**src/rtl/tm_association_arb.sv**
```systemverilog
// tm_association_arb
//   Arbiter/sequencer for the single-port queue association RAM. Two requesters
//   share the RAM: ASA poll lookups (buffered in a small FIFO) and register-bus
//   reads/writes. One RAM access is in flight at a time. When both requesters
//   are waiting, they are served alternately. Reads are supervised by a timeout,
//   and the read data is returned to the requester that owns the access.
//
// Ports
//   clk, resetn                  clock, asynchronous active-low reset
//   poll_req/poll_qid            poll strobe and qid, accepted while the FIFO has room
//   poll_ready                   poll FIFO not full
//   poll_ack/_qid/poll_rdata     poll lookup completion (1-cycle pulse)
//   reg_req/reg_wr/reg_addr/
//   reg_wdata                    register-bus request, held until reg_ack
//   reg_ack/reg_rdata            register access completion (rdata 0 on write)
//   ram_rd/ram_wr/ram_addr/
//   ram_wdata                    RAM access strobes (1-cycle) and address/data
//   ram_ack/ram_rdata            RAM read data valid
//   err_poll_drop                poll_req dropped because the FIFO was full
//   err_timeout                  RAM read not acknowledged in time
module tm_association_arb #(
    parameter int unsigned QID_NBITS     = 8,
    parameter int unsigned DATA_NBITS    = 16,
    parameter int unsigned POLL_FIFO_DEP = 4,
    parameter int unsigned TIMEOUT_CYC   = 64
) (
    input  logic                  clk,
    input  logic                  resetn,
    input  logic                  poll_req,
    input  logic [QID_NBITS-1:0]  poll_qid,
    output logic                  poll_ready,
    output logic                  poll_ack,
    output logic [QID_NBITS-1:0]  poll_ack_qid,
    output logic [DATA_NBITS-1:0] poll_rdata,
    input  logic                  reg_req,
    input  logic                  reg_wr,
    input  logic [QID_NBITS-1:0]  reg_addr,
    input  logic [DATA_NBITS-1:0] reg_wdata,
    output logic                  reg_ack,
    output logic [DATA_NBITS-1:0] reg_rdata,
    output logic                  ram_rd,
    output logic                  ram_wr,
    output logic [QID_NBITS-1:0]  ram_addr,
    output logic [DATA_NBITS-1:0] ram_wdata,
    input  logic                  ram_ack,
    input  logic [DATA_NBITS-1:0] ram_rdata,
    output logic                  err_poll_drop,
    output logic                  err_timeout
);

    localparam int unsigned PtrW = (POLL_FIFO_DEP > 1) ? $clog2(POLL_FIFO_DEP) : 1;
    localparam int unsigned CntW = $clog2(POLL_FIFO_DEP + 1);
    localparam int unsigned ToW  = $clog2(TIMEOUT_CYC + 2);
    // The RAM may answer up to TIMEOUT_CYC cycles after the ram_rd cycle; the
    // counter is 1 in the ram_rd cycle, so one past that is the expiry value.
    localparam logic [ToW-1:0]  ToLimit = ToW'(TIMEOUT_CYC + 1);
    localparam logic [CntW-1:0] FifoFull = CntW'(POLL_FIFO_DEP);

    typedef enum logic [1:0] {
        StIdle,
        StRdPoll,
        StRdReg,
        StWrReg
    } state_e;

    // Poll FIFO
    logic [QID_NBITS-1:0] fifo_mem_q [POLL_FIFO_DEP];
    logic [PtrW-1:0]      wr_ptr_q, rd_ptr_q;
    logic [CntW-1:0]      count_q, count_d;
    logic                 fifo_full, fifo_empty, fifo_push, fifo_pop, poll_drop;

    // Sequencer state
    state_e          state_q;
    logic            last_grant_poll_q;
    logic [ToW-1:0]  to_cnt_q;

    // Registered outputs
    logic                  poll_ready_q, poll_ack_q, reg_ack_q;
    logic [QID_NBITS-1:0]  poll_ack_qid_q, ram_addr_q;
    logic [DATA_NBITS-1:0] poll_rdata_q, reg_rdata_q, ram_wdata_q;
    logic                  ram_rd_q, ram_wr_q, err_poll_drop_q, err_timeout_q;

    logic                  poll_cand, reg_cand, grant_poll, grant_reg;
    logic                  in_rd, rd_done, rd_timeout;
    logic [DATA_NBITS-1:0] rd_data;

    always_comb begin
        fifo_full  = (count_q == FifoFull);
        fifo_empty = (count_q == '0);

        poll_cand = !fifo_empty;
        // A reg request still high in its own ack cycle is the one just served.
        reg_cand  = reg_req && !reg_ack_q;

        grant_poll = (state_q == StIdle) && poll_cand && (!reg_cand || !last_grant_poll_q);
        grant_reg  = (state_q == StIdle) && reg_cand && !grant_poll;

        fifo_pop  = grant_poll;
        fifo_push = poll_req && (!fifo_full || fifo_pop);
        poll_drop = poll_req && fifo_full && !fifo_pop;

        count_d = count_q;
        if (fifo_push && !fifo_pop) begin
            count_d = count_q + CntW'(1);
        end else if (!fifo_push && fifo_pop) begin
            count_d = count_q - CntW'(1);
        end

        in_rd      = (state_q == StRdPoll) || (state_q == StRdReg);
        // ram_ack coinciding with our own ram_rd strobe cannot belong to it.
        rd_done    = in_rd && ram_ack && !ram_rd_q;
        rd_timeout = in_rd && !rd_done && (to_cnt_q == ToLimit);
        rd_data    = rd_done ? ram_rdata : '0;
    end

    // FIFO storage needs no reset; occupancy is tracked by count_q.
    always_ff @(posedge clk) begin
        if (fifo_push) begin
            fifo_mem_q[wr_ptr_q] <= poll_qid;
        end
    end

    always_ff @(posedge clk or negedge resetn) begin
        if (!resetn) begin
            wr_ptr_q <= '0;
            rd_ptr_q <= '0;
            count_q  <= '0;
        end else begin
            if (fifo_push) begin
                wr_ptr_q <= wr_ptr_q + PtrW'(1);
            end
            if (fifo_pop) begin
                rd_ptr_q <= rd_ptr_q + PtrW'(1);
            end
            count_q <= count_d;
        end
    end

    always_ff @(posedge clk or negedge resetn) begin
        if (!resetn) begin
            state_q           <= StIdle;
            last_grant_poll_q <= 1'b0;
            to_cnt_q          <= '0;
            poll_ready_q      <= 1'b0;
            poll_ack_q        <= 1'b0;
            poll_ack_qid_q    <= '0;
            poll_rdata_q      <= '0;
            reg_ack_q         <= 1'b0;
            reg_rdata_q       <= '0;
            ram_rd_q          <= 1'b0;
            ram_wr_q          <= 1'b0;
            ram_addr_q        <= '0;
            ram_wdata_q       <= '0;
            err_poll_drop_q   <= 1'b0;
            err_timeout_q     <= 1'b0;
        end else begin
            ram_rd_q        <= 1'b0;
            ram_wr_q        <= 1'b0;
            poll_ack_q      <= 1'b0;
            reg_ack_q       <= 1'b0;
            err_timeout_q   <= 1'b0;
            err_poll_drop_q <= poll_drop;
            poll_ready_q    <= (count_d != FifoFull);

            unique case (state_q)
                StIdle: begin
                    if (grant_poll) begin
                        ram_rd_q          <= 1'b1;
                        ram_addr_q        <= fifo_mem_q[rd_ptr_q];
                        last_grant_poll_q <= 1'b1;
                        to_cnt_q          <= ToW'(1);
                        state_q           <= StRdPoll;
                    end else if (grant_reg) begin
                        ram_addr_q        <= reg_addr;
                        ram_wdata_q       <= reg_wdata;
                        last_grant_poll_q <= 1'b0;
                        if (reg_wr) begin
                            ram_wr_q <= 1'b1;
                            state_q  <= StWrReg;
                        end else begin
                            ram_rd_q <= 1'b1;
                            to_cnt_q <= ToW'(1);
                            state_q  <= StRdReg;
                        end
                    end
                end
                StWrReg: begin
                    reg_ack_q   <= 1'b1;
                    reg_rdata_q <= '0;
                    state_q     <= StIdle;
                end
                StRdPoll, StRdReg: begin
                    if (rd_done || rd_timeout) begin
                        err_timeout_q <= rd_timeout;
                        to_cnt_q      <= '0;
                        state_q       <= StIdle;
                        if (state_q == StRdPoll) begin
                            poll_ack_q     <= 1'b1;
                            poll_ack_qid_q <= ram_addr_q;
                            poll_rdata_q   <= rd_data;
                        end else begin
                            reg_ack_q   <= 1'b1;
                            reg_rdata_q <= rd_data;
                        end
                    end else begin
                        to_cnt_q <= to_cnt_q + ToW'(1);
                    end
                end
                default: state_q <= StIdle;
            endcase
        end
    end

    assign poll_ready    = poll_ready_q;
    assign poll_ack      = poll_ack_q;
    assign poll_ack_qid  = poll_ack_qid_q;
    assign poll_rdata    = poll_rdata_q;
    assign reg_ack       = reg_ack_q;
    assign reg_rdata     = reg_rdata_q;
    assign ram_rd        = ram_rd_q;
    assign ram_wr        = ram_wr_q;
    assign ram_addr      = ram_addr_q;
    assign ram_wdata     = ram_wdata_q;
    assign err_poll_drop = err_poll_drop_q;
    assign err_timeout   = err_timeout_q;

endmodule

```
**config.mk**
```make
export PLATFORM = sky130hd
export DESIGN_NAME = tm_association_arb
export DESIGN_NICKNAME = d
export VERILOG_FILES = /design/src/rtl/tm_association_arb.sv
export SDC_FILE = /design/constraint.sdc
export NUM_CORES = 1
export LEC_CHECK = 0
export CORE_MARGIN = 10
export CORE_UTILIZATION = 44
export DETAILED_ROUTE_END_ITERATION = 8
export GPL_TIMING_DRIVEN = 0
export PLACE_DENSITY_LB_ADDON = 0.12
export SYNTH_ARGS = -nofsm -noshare
export SYNTH_HDL_FRONTEND = slang
export SYNTH_SLANG_ARGS = --single-unit
```
**constraint.sdc**
```tcl
create_clock -name clk -period 2.39 [get_ports clk]
set_input_delay 0.717 -clock clk [delete_from_list [all_inputs] [get_ports clk]]
set_output_delay 0.717 -clock clk [all_outputs]
set_load 0.03 [all_outputs]
```
==> results.yml <==
worst_setup_path:
  regToRegStartpoint: "count_q[1]"
  reg2reg_depth: 7
  required_ps: 2650
  crit_path_cell_trace: "clkdlybuf4s50_1 > and3b_4 > or3_4 > a41o_1 > a21oi_2 > or4b_1"
  critPathLaunchType: "primary input"
  worstPathMaxFanout: 5
  slowest_stage: "or4b_1"
  reg2reg_to: "poll_ready"
  slowest_delay_ps: 450
  cp_data_arrival_time_ps: 2600
  cp-startpoint: "reg_req"
  crit_path_end: "poll_ready"
  cp.depth: 6
  end_kind: "flip-flop"
  critPathKind: "in2reg"
  critPathTopFamily: "simple AND/OR/NAND/NOR gates"
  path_buf_inv: 1
  r2r_setup_slack_ps: 70
global_route:
  grt_max_degree: 57
  grt_pass1_vias: 3593
  overflow: 0
  grt_pass1_wl_um: 19700
  antenna_found_initial: 0
  grt_usage: 0.155
route:
  num_vias: 3460
  drt_iter0_markers: 227
  drtPass1Iterations: 4
  drc: 0
  post_drt_via_cell_ratio: 5.06
  ant_nets: 0
  finalWirelength_um: 12200
  routedWlPerCell_um: 17.8
synth:
  synth_seq_area_share: 0.633
  async_reset_ff_frac: 0.733
  yosys-top-cells-area: "dfrtp_1 44%, edfxtp_1 19%, o21ai_0 5.3%"
  synthesis.nets: 453
  synthesis.area_sq_mm: 0.00499
  synth_cell_types: 46
  synth_most_common_cell: "dfrtp_1"
  synth_edf_count: 32
  synth_top_area_share: 0.441
  synth-seq-cells: 120
  synth_largest_area_cell: "dfrtp_1"
  avgSynthCellArea_sq_um: 12.9
  ys_warn_count: 0
  synth_flop_cell: "dfrtp_1"
  synthTopCellsByCount: "88 x dfrtp_1, 66 x nand2_1, 53 x o21ai_0"
  synth_cells: 386
placed_design:
  numPortBuffers: 124
  place_area_sq_mm: 0.00644
  dpl.hpwl_um: 9070
  gp_congestion: 0.783
timing:
  setup_violations: 0
  max_freq_mhz: 429
  fin_crit_sh: 0.976
  worst_pin_slew_ps: 648
  slew_headroom: 0.568
  fin_setup_tns_ps: 0
  hold_slack_ps: 259
  fin_crit_ps: 2330
  worst_clock_skew_ps: 10.5
  maxSlewViolCount: 0
  hold_viol: 0
die:
  dieHeight_um: 127
  row_count: 38
  pin_count: 125
  dieArea_sq_mm: 0.0160
  fp.dieW_um: 127
  core_sq_mm: 0.0110
  start_util: 0.455
power:
  net-switching-power_uw: 3860
  power_density_mw_per_mm2: 1430
  p_int_uw: 6280
  seq_power_share: 0.315
  p_total_uw: 10100
  p_clk_frac: 0.241
  p_leak_uw: 0.00292
  peakVddDrop_mv: 0.647
  switching_share: 0.380
  comb_power_share: 0.444
finish:
  areaGrowthSynthToFinish_pct: 41.8
  fin_area_sq_mm: 0.00708
  drive_gt1_frac: 0.175
  antenna_cells: 0
  nets: 598
clocking:
  htree_levels: 4
  cts_tree: "built"
  path_clk_slew_ps: 60
  cts_made_buffers: 17
  clock_path_buffers: 2
  worstSkewPairLatency_ps: 400
  clkSinkCount: 120
  clockRootBuffer: "clkbuf_16"
  cts_hold_buf: 0
outcome:
  status: "finished, final reports clean"
worst_hold_path:
  min_path_type: "in2async"
run:
  cap_violations: 0
## worst min-delay path by stage
stage | from | to | slack (ps)
after floorplan | resetn | count_q[0] | 420
after detailed placement | to_cnt_q[6] | to_cnt_q[6] | 470
after global routing | resetn | poll_ack | 280
final | resetn | poll_ack | 260
after CTS | resetn | poll_ack | 270
after global placement | reg_rdata[14] | reg_rdata[14] | 460
## flip-flops by register name, indices dropped and copies added (netlist names), 3 cells and up
signal        cells
poll_rdata       16
to_cnt_q          7
poll_ack_qid      8
count_q           3
reg_rdata        16
ram_wdata        16
fifo_mem_q       32
ram_addr          8
## layout by cell type, fill, tap and decap left out, types with 3 or more instances in the layout
| master | count |
|---|---|
| clkinvlp_4 | 5 |
| clkbuf_1 | 4 |
| clkbuf_2 | 5 |
| clkinv_4 | 4 |
| mux2_2 | 18 |
| o21ai_1 | 3 |
| buf_4 | 3 |
| nand2_1 | 66 |
| dfrtp_1 | 88 |
| nor2_1 | 7 |
| ha_1 | 11 |
| clkdlybuf4s50_1 | 123 |
| mux2i_1 | 7 |
| o31ai_1 | 4 |
| a21oi_1 | 6 |
| nor2b_1 | 3 |
| clkbuf_16 | 17 |
| and2_4 | 4 |
| xnor2_1 | 4 |
| mux2_4 | 7 |
| edfxtp_1 | 32 |
| o21ai_0 | 52 |
| inv_1 | 13 |
| mux4_2 | 8 |
| nand2b_1 | 5 |
## worst reg2reg max path: cells and delay by family, from the launching register on
family	cells	cell delay, ps
and+or+nand+nor	3	970
AOI/OAI and AO/OA	2	430
DFF	1	420
adders and majority gates	1	270
buffers and inverters	1	90
## power groups by stage
stage / logic (uW) / clock network, uW / registers [uW]
after global placement: 4370 / 0 / 3180
final: 4500 / 2450 / 3190
after detailed placement: 4430 / 0 / 3220
after global routing: 4880 / 2610 / 3280
after floorplan: 1890 / 0 / 4060
after CTS: 4510 / 2500 / 3190
## routing by layer
layer | vias up | track usage | part of all wire
met5 | - | 0 | 0
met4 | 0 | 0.0543 | 0.014
met3 | 11 | 0.0591 | 0.065
met2 | 94 | 0.256 | 0.50
met1 | 1697 | 0.180 | 0.42
li1 | 1658 | - | -
## cell families after synthesis
family / Yosys count / share of synthesized area
xor gates and xnor gates: 4 / 0.00702
and+or+nand+nor: 105 / 0.100
adders and majority gates: 13 / 0.0326
muxes: 40 / 0.112
AOI/OAI and AO/OA: 76 / 0.0912
buffers and inverters: 28 / 0.0241
DFF: 120 / 0.633
## repair_timing
item / in CTS / in global routing
setup endpoints to repair: 41 / 83
pin swaps: 0 / 2
resized for setup: 8 / 17
setup buffers: 0 / 2
## layout make-up
type	instances	area, sq um
Inverter	14	52.6
Clock inverter	15	154
Timing Repair Buffer	127	1280
Buffer	13	72.6
Fill cell	882	3900
Tap cell	140	175
Sequential cell	120	3160
Multi-Input combinational cell	238	1760
Clock buffer	17	425
## stage by stage
step / setup slack (ps) / std cells / utilization
after floorplan: 22.2 / 386 / -
after detailed placement: -704 / 651 / 0.586
after CTS: 7.90 / 683 / 0.642
after global placement: -2630 / 650 / 0.584
final: 57.1 / 684 / 0.645
after global routing: -21.9 / 684 / 0.645
No activity file was read; power rests on OpenSTA's default activity.
